<file path="src/rtl/id_fwd_hazard_unit_pkg.sv">
// Shared definitions for the ID-stage forwarding / hazard unit.
// No logic of its own; consumers use it with zero added latency.
// Backpressure is not applicable here.
package id_fwd_hazard_unit_pkg;

   // Encoding of the per-source operand select.
   localparam logic [1:0] FWD_RF  = 2'd0;
   localparam logic [1:0] FWD_EX  = 2'd1;
   localparam logic [1:0] FWD_MEM = 2'd2;
   localparam logic [1:0] FWD_WB  = 2'd3;

   typedef enum logic {
      ST_IDLE  = 1'b0,
      ST_STALL = 1'b1
   } fsm_state_t;

   // Larger of two stall-cycle requirements.
   function automatic logic [1:0] max_need(input logic [1:0] a, input logic [1:0] b);
      return (a > b) ? a : b;
   endfunction

endpackage

</file>
<file path="src/rtl/id_fwd_hazard_unit_if.sv">
// Bundle of pipeline-state inputs and hazard/forwarding outputs of the ID stage.
// Purely wires; no latency.
// The stall output is the backpressure towards PC and IF/ID.
interface id_fwd_hazard_unit_if #(
   parameter int NUM_SRC = 2,
   parameter int REG_AW  = 5,
   parameter int CNT_W   = 16
);
   logic                      id_valid;
   logic                      id_is_branch;
   logic [NUM_SRC*REG_AW-1:0] id_src;
   logic [NUM_SRC-1:0]        id_src_used;
   logic [REG_AW-1:0]         ex_rd;
   logic [REG_AW-1:0]         mem_rd;
   logic [REG_AW-1:0]         wb_rd;
   logic                      ex_regwrite;
   logic                      mem_regwrite;
   logic                      wb_regwrite;
   logic                      ex_memread;
   logic                      mem_memread;
   logic                      flush;
   logic [2*NUM_SRC-1:0]      fwd_sel;
   logic                      stall;
   logic [CNT_W-1:0]          stall_cycles;

   modport master (
      output id_valid, id_is_branch, id_src, id_src_used,
      output ex_rd, mem_rd, wb_rd, ex_regwrite, mem_regwrite, wb_regwrite,
      output ex_memread, mem_memread, flush,
      input  fwd_sel, stall, stall_cycles
   );

   modport slave (
      input  id_valid, id_is_branch, id_src, id_src_used,
      input  ex_rd, mem_rd, wb_rd, ex_regwrite, mem_regwrite, wb_regwrite,
      input  ex_memread, mem_memread, flush,
      output fwd_sel, stall, stall_cycles
   );

endinterface

</file>
<file path="src/rtl/id_fwd_hazard_unit_src_match.sv">
// Per-source dependency check: stall cycles needed and forwarding select for one operand.
// Combinational, zero latency.
// No backpressure; the parent combines the need values into the stall.
module src_match
   import id_fwd_hazard_unit_pkg::*;
#(
   parameter int REG_AW       = 5,
   parameter bit FWD_EX_EN    = 1'b1,
   parameter bit WB_BYPASS_EN = 1'b1
) (
   input  logic [REG_AW-1:0] src,
   input  logic              used,
   input  logic              is_branch,
   input  logic [REG_AW-1:0] ex_rd,
   input  logic [REG_AW-1:0] mem_rd,
   input  logic [REG_AW-1:0] wb_rd,
   input  logic              ex_regwrite,
   input  logic              mem_regwrite,
   input  logic              wb_regwrite,
   input  logic              ex_memread,
   input  logic              mem_memread,
   output logic [1:0]        need,
   output logic [1:0]        sel
);

   // r0 is hardwired zero: a source of 0 never depends on anything, which
   // also excludes rd == 0 since the equality check requires rd == src.
   logic src_live;
   logic ex_hit, mem_hit, wb_hit;

   assign src_live = used && (src != '0);
   assign ex_hit   = src_live && ex_regwrite  && (ex_rd  == src);
   assign mem_hit  = src_live && mem_regwrite && (mem_rd == src);
   assign wb_hit   = src_live && wb_regwrite  && (wb_rd  == src);

   // Stall cycles required before this operand can be read or forwarded.
   always_comb begin
      need = 2'd0;
      if (is_branch) begin
         if (ex_hit && ex_memread)         need = 2'd2;
         else if (ex_hit && !FWD_EX_EN)    need = 2'd1;
         else if (mem_hit && mem_memread)  need = 2'd1;
      end else if (ex_hit && ex_memread) begin
         need = 2'd1;
      end
   end

   // Youngest producer wins; non-branch operands only see the WB bypass,
   // EX/MEM forwarding for them happens later in the EX stage.
   always_comb begin
      sel = FWD_RF;
      if (is_branch && ex_hit && FWD_EX_EN && !ex_memread)  sel = FWD_EX;
      else if (is_branch && mem_hit && !mem_memread)         sel = FWD_MEM;
      else if (wb_hit && WB_BYPASS_EN)                       sel = FWD_WB;
   end

endmodule

</file>
<file path="src/rtl/id_fwd_hazard_unit.sv">
// ID-stage operand forwarding select and load/branch hazard stall generation.
// Zero latency on stall/fwd_sel; stall_cycles updates on the clock edge.
// stall holds PC and IF/ID and injects a bubble; flush overrides any stall.
module id_fwd_hazard_unit
   import id_fwd_hazard_unit_pkg::*;
#(
   parameter int NUM_SRC      = 2,
   parameter int REG_AW       = 5,
   parameter bit FWD_EX_EN    = 1'b1,
   parameter bit WB_BYPASS_EN = 1'b1,
   parameter int CNT_W        = 16
) (
   input logic            clk,
   input logic            rst_n,
   id_fwd_hazard_unit_if.slave hif
);

   fsm_state_t                 state;
   logic [1:0]                 rem;
   logic [CNT_W-1:0]           cnt;
   logic [NUM_SRC-1:0][1:0]    need;
   logic [2*NUM_SRC-1:0]       sel_raw;
   logic [1:0]                 need_max;
   logic                       stall;

   for (genvar g = 0; g < NUM_SRC; g++) begin : g_src
      src_match #(
         .REG_AW       (REG_AW),
         .FWD_EX_EN    (FWD_EX_EN),
         .WB_BYPASS_EN (WB_BYPASS_EN)
      ) u_src_match (
         .src          (hif.id_src[g*REG_AW +: REG_AW]),
         .used         (hif.id_src_used[g]),
         .is_branch    (hif.id_is_branch),
         .ex_rd        (hif.ex_rd),
         .mem_rd       (hif.mem_rd),
         .wb_rd        (hif.wb_rd),
         .ex_regwrite  (hif.ex_regwrite),
         .mem_regwrite (hif.mem_regwrite),
         .wb_regwrite  (hif.wb_regwrite),
         .ex_memread   (hif.ex_memread),
         .mem_memread  (hif.mem_memread),
         .need         (need[g]),
         .sel          (sel_raw[2*g +: 2])
      );
   end

   // Worst-case stall requirement across all sources.
   always_comb begin
      need_max = 2'd0;
      for (int i = 0; i < NUM_SRC; i++) begin
         need_max = max_need(need_max, need[i]);
      end
   end

   // Stall while sequencing a multi-cycle hazard or on a fresh hazard in IDLE.
   always_comb begin
      stall = 1'b0;
      if (!hif.flush) begin
         if (state == ST_STALL)                      stall = 1'b1;
         else if (hif.id_valid && need_max != 2'd0)  stall = 1'b1;
      end
   end

   assign hif.stall        = stall;
   assign hif.fwd_sel      = (stall || !hif.id_valid) ? '0 : sel_raw;
   assign hif.stall_cycles = cnt;

   // Two-cycle hazards park in STALL so the second cycle is not re-evaluated.
   always_ff @(posedge clk or negedge rst_n) begin
      if (!rst_n) begin
         state <= ST_IDLE;
         rem   <= 2'd0;
      end else if (hif.flush) begin
         state <= ST_IDLE;
         rem   <= 2'd0;
      end else begin
         case (state)
            ST_IDLE: begin
               if (hif.id_valid && need_max == 2'd2) begin
                  state <= ST_STALL;
                  rem   <= 2'd1;
               end
            end
            ST_STALL: begin
               rem <= rem - 2'd1;
               if (rem <= 2'd1) state <= ST_IDLE;
            end
            default: begin
               state <= ST_IDLE;
               rem   <= 2'd0;
            end
         endcase
      end
   end

   // Saturating count of stalled cycles.
   always_ff @(posedge clk or negedge rst_n) begin
      if (!rst_n)                               cnt <= '0;
      else if (stall && cnt != {CNT_W{1'b1}})   cnt <= cnt + CNT_W'(1);
   end

endmodule

</file>
<file path="src/flat_wrapper.sv">
// flat-port wrapper written by rule: the top's interface ports become plain ports
module id_fwd_hazard_unit_flat import id_fwd_hazard_unit_pkg::*;
#(
   parameter int NUM_SRC      = 2,
   parameter int REG_AW       = 5,
   parameter bit FWD_EX_EN    = 1'b1,
   parameter bit WB_BYPASS_EN = 1'b1,
   parameter int CNT_W        = 16
)
  (clk, rst_n, hif_id_valid, hif_id_is_branch, hif_id_src, hif_id_src_used, hif_ex_rd, hif_mem_rd, hif_wb_rd, hif_ex_regwrite, hif_mem_regwrite, hif_wb_regwrite, hif_ex_memread, hif_mem_memread, hif_flush, hif_fwd_sel, hif_stall, hif_stall_cycles);
  id_fwd_hazard_unit_if #(.NUM_SRC(NUM_SRC), .REG_AW(REG_AW), .CNT_W(CNT_W)) hif_i ();
  input logic clk;
  input logic rst_n;
  input wire logic [$bits(hif_i.id_valid)-1:0] hif_id_valid;
  input wire logic [$bits(hif_i.id_is_branch)-1:0] hif_id_is_branch;
  input wire logic [$bits(hif_i.id_src)-1:0] hif_id_src;
  input wire logic [$bits(hif_i.id_src_used)-1:0] hif_id_src_used;
  input wire logic [$bits(hif_i.ex_rd)-1:0] hif_ex_rd;
  input wire logic [$bits(hif_i.mem_rd)-1:0] hif_mem_rd;
  input wire logic [$bits(hif_i.wb_rd)-1:0] hif_wb_rd;
  input wire logic [$bits(hif_i.ex_regwrite)-1:0] hif_ex_regwrite;
  input wire logic [$bits(hif_i.mem_regwrite)-1:0] hif_mem_regwrite;
  input wire logic [$bits(hif_i.wb_regwrite)-1:0] hif_wb_regwrite;
  input wire logic [$bits(hif_i.ex_memread)-1:0] hif_ex_memread;
  input wire logic [$bits(hif_i.mem_memread)-1:0] hif_mem_memread;
  input wire logic [$bits(hif_i.flush)-1:0] hif_flush;
  output wire logic [$bits(hif_i.fwd_sel)-1:0] hif_fwd_sel;
  output wire logic [$bits(hif_i.stall)-1:0] hif_stall;
  output wire logic [$bits(hif_i.stall_cycles)-1:0] hif_stall_cycles;
  assign hif_i.id_valid = hif_id_valid;
  assign hif_i.id_is_branch = hif_id_is_branch;
  assign hif_i.id_src = hif_id_src;
  assign hif_i.id_src_used = hif_id_src_used;
  assign hif_i.ex_rd = hif_ex_rd;
  assign hif_i.mem_rd = hif_mem_rd;
  assign hif_i.wb_rd = hif_wb_rd;
  assign hif_i.ex_regwrite = hif_ex_regwrite;
  assign hif_i.mem_regwrite = hif_mem_regwrite;
  assign hif_i.wb_regwrite = hif_wb_regwrite;
  assign hif_i.ex_memread = hif_ex_memread;
  assign hif_i.mem_memread = hif_mem_memread;
  assign hif_i.flush = hif_flush;
  assign hif_fwd_sel = hif_i.fwd_sel;
  assign hif_stall = hif_i.stall;
  assign hif_stall_cycles = hif_i.stall_cycles;
  id_fwd_hazard_unit #(.NUM_SRC(NUM_SRC), .REG_AW(REG_AW), .FWD_EX_EN(FWD_EX_EN), .WB_BYPASS_EN(WB_BYPASS_EN), .CNT_W(CNT_W)) u_core (.clk(clk), .rst_n(rst_n), .hif(hif_i));
endmodule
</file>
<file path="config.mk">
export PLATFORM = sky130hd
export DESIGN_NAME = id_fwd_hazard_unit_flat
export DESIGN_NICKNAME = d
export VERILOG_FILES = /design/src/rtl/id_fwd_hazard_unit_pkg.sv /design/src/rtl/id_fwd_hazard_unit_if.sv /design/src/rtl/id_fwd_hazard_unit_src_match.sv /design/src/rtl/id_fwd_hazard_unit.sv /design/src/flat_wrapper.sv
export SDC_FILE = /design/constraint.sdc
export NUM_CORES = 1
export LEC_CHECK = 0
export BUFFER_PORTS_ARGS = -buffer_cell sky130_fd_sc_hd__clkbuf_2
export CAP_MARGIN = 20
export CORE_MARGIN = 4
export CORE_UTILIZATION = 40
export DETAILED_ROUTE_END_ITERATION = 6
export GPL_ROUTABILITY_DRIVEN = 0
export PLACE_DENSITY = 0.65
export SYNTH_ARGS = -nofsm -noshare
export SYNTH_HDL_FRONTEND = slang
export SYNTH_HIERARCHICAL = 1
export SYNTH_SLANG_ARGS = --single-unit
</file>
<file path="constraint.sdc">
create_clock -name clk -period 5.91 [get_ports clk]
set_clock_uncertainty 0.1 [all_clocks]
set_input_delay 1.182 -clock clk [delete_from_list [all_inputs] [get_ports clk]]
set_output_delay 1.182 -clock clk [all_outputs]
set_load 0.01 [all_outputs]
</file>
==> impl_metrics.tcl <==
set metrics [dict create \
    synthTopCellsByArea "dfrtp_1 (26%), xor2_1 (13%), nor2b_1 (4.8%), nand4_1 (4.1%), nand2_1 (3.7%)" \
    drt_iter0_drc 85 \
    fin_ws_ns 1.061 \
    crit_chain "clkbuf_2 > nor2b_1 > nor4_1 > nand4_1 > mux2i_1 > inv_1 > ha_1 > nand2_1 > o221ai_2 > nor2_1 > o21a_1 > and2_1 > clkbuf_2" \
    grt_pass1_wl_mm 7.286 \
    p_total_w 0.0002889 \
    clock-sinks 19 \
    clkSlewWorstSetupHoldPaths_ns 0.07 \
    grt_pass1_vias 1618 \
    grt_max_degree 20 \
    slowest_stage "nor4_1" \
    cts_buffer_depth 2 \
    pin_count 58 \
    cpPeakStageDelay_ns 0.46 \
    cts_setup_buffers 0 \
    num_rows 24 \
    yosys.area.top_type_share_pct 26.24 \
    netlist_instances 204 \
    coreArea_um2 4384 \
    cp-end-kind "output pin" \
    worst_pin_slew_ns 0.6841 \
    placed_area_um2 2147 \
    outcome "completed" \
    synth-seq-area-share_pct 26.24 \
    async_flop_share_pct 100.0 \
    finalNetCount 307 \
    synth_edf_count 0 \
    worstSetupPathType "in2out" \
    layout_common_cells "clkbuf_2 (57), xor2_1 (26), dfrtp_1 (19), nand2_1 (18), inv_1 (16)" \
    finalInstanceArea_um2 2193 \
    syn-cell-area_um2 1812 \
    area_growth_pct 21.06 \
    die_y_um 75.30 \
    route.detailed.drc 0 \
    max_freq_ghz 0.2062 \
    post_drt_wl_per_cell_um 14.04 \
    grt_setup_unrepaired "false" \
    critPathMostFrequentCell "clkbuf_2" \
    chipWidth_um 75.30 \
    setup_viol_count_final 0 \
    vias_per_cell 5.386 \
    hold_violations 0 \
    powerDensity_nw_per_um2 131.7 \
    cp.required_ns 4.63 \
    pre_cts_ws_ns 1.075 \
    dpl.hpwl_mm 3.660 \
    min_period_over_period_pct 82.05 \
    irDropWorstVdd_v 0.00005934 \
    critPathArrivalTime_ns 3.57 \
    synth.largest_area_cell "dfrtp_1" \
    cts_tree "yes" \
    fin_setup_tns_ns 0 \
    antenna_found_initial 0 \
    drive_gt1_share_pct 30.30 \
    cts-buffers-inserted 3 \
    wirelength_mm 4.437 \
    vias 1702 \
    firstDrtPassIters 4 \
    power.leakage_nw 1.073 \
    syn_nets 246 \
    cp_max_fo 4 \
    grt_usage_pct 16.19 \
    maxSlewHeadroom_pct 54.24 \
    syn-mean-instance-area_um2 8.881 \
    ys_ff_latch 19 \
    overflow 0 \
    clock-root-buffer "clkbuf_8" \
    holdCritPathClass "reg2reg" \
    ctsHoldBuffers 0 \
    worstSetupStartpointType "input port" \
    cap_violations 0 \
    netlist-cell-type-count 42 \
    synth_ff_type "dfrtp_1" \
    synth_warnings 6 \
    dieArea_um2 5670 \
    initial_utilization_pct 41.32 \
    final_antenna_net_count 0 \
    filler_cell_count 427 \
    final_common_cell "clkbuf_2" \
    cts-resized-gates 0 \
    clk_latency_ns 0.26 \
    drv_slew 0 \
    io_buffers 57 \
    min_period_ns 4.849 \
    antenna_cells 0 \
    cts_htree_levels 1 \
    final_util_pct 50.03 \
]
-- critical path: cells and delay by family --
family / cells / cell delay [ns]
mux: 1 / 0.26
fa+ha+maj: 1 / 0.30
compound gates: 2 / 0.46
buf+inv: 3 / 0.31
simple gates: 6 / 1.06
-- synth_stat cells, types with 4 or more instances --
cell      instances
a222oi_1          4
and2_1            5
and4_1            4
dfrtp_1          19
ha_1              5
inv_1            16
nand2_1          18
nand3_1           6
nand4_1          12
nor2_1            6
nor2b_1          14
nor3_1            9
nor3b_1           5
nor4_1            7
nor4_2            4
nor4b_1           6
xnor2_1           5
xor2_1           26
-- power breakdown --
group          leakage, nW   total, W  internal (W)  switching (W)
registers            0.260   0.000136      0.000132     0.00000327
logic                0.788  0.0000631     0.0000262      0.0000369
clock network       0.0255  0.0000903     0.0000469      0.0000434
-- path summary, 6_finish.rpt --
| path | startpoint | endpoint | cells past startpoint | slack [ns] |
|---|---|---|---|---|
| setup / recovery | hif_mem_rd[2] | hif_fwd_sel[2] | 13 | 1.06 |
| hold reg to reg | u_core/hif.stall_cycles[12] | u_core/hif.stall_cycles[12] | 1 | 0.40 |
| setup reg to reg | u_core/hif.stall_cycles[0] | u_core/hif.stall_cycles[1] | 6 | 3.54 |
| hold / removal | u_core/hif.stall_cycles[12] | u_core/hif.stall_cycles[12] | 1 | 0.40 |
| max in group asynchronous | rst_n | u_core/hif.stall_cycles[6] | 1 | 4.62 |
| min in group asynchronous | rst_n | u_core/rem[1] | 1 | 0.77 |
-- area by class of cell --
class | count | area (um^2) | share of cell area [%]
well taps | 52 | 65.06 | 2.966
multi-input cells | 165 | 1246 | 56.82
clock inverters | 1 | 5.005 | 0.2282
flip-flops and latches | 19 | 475.5 | 21.68
repair buffers | 58 | 292.8 | 13.35
clock buffers | 3 | 41.29 | 1.882
inverters | 18 | 67.56 | 3.080
-- sequential cells by signal (all words and copies together), names as in the netlist --
| register | flops |
|---|---|
| u_core/state | 1 |
| u_core/rem | 2 |
| u_core/hif.stall_cycles | 16 |
-- kinds of logic (layout without fill, tap and decap cells) --
| kind of cell | Yosys count | count (layout) | share of synthesized area, % |
|---|---|---|---|
| AOI/OAI and AO/OA | 17 | 17 | 8.288 |
| adders and majority gates | 5 | 5 | 3.453 |
| and+or+nand+nor | 107 | 107 | 39.09 |
| xor gates and xnor gates | 31 | 31 | 14.99 |
| buffers and inverters | 20 | 80 | 4.973 |
| DFF | 19 | 19 | 26.24 |
| muxes | 5 | 5 | 2.970 |
-- routing by layer --
metal / global-route usage, % / up-vias / wire length, um
met3: 3.430 / 4 / 260
met2: 27.42 / 53 / 2162
met1: 21.41 / 780 / 1981
met4: 3.107 / 0 / 32
li1: - / 865 / -
met5: 0 / - / 0
-- per-stage QoR --
stage	hold slack (ns)	instances
CTS	0.3970	316
floorplan	0.3522	204
global route	0.4092	316
detailed placement	0.3866	312
finish	0.3967	316
global placement	0.3749	312
Note: power is estimated with default switching activity, not from simulation.
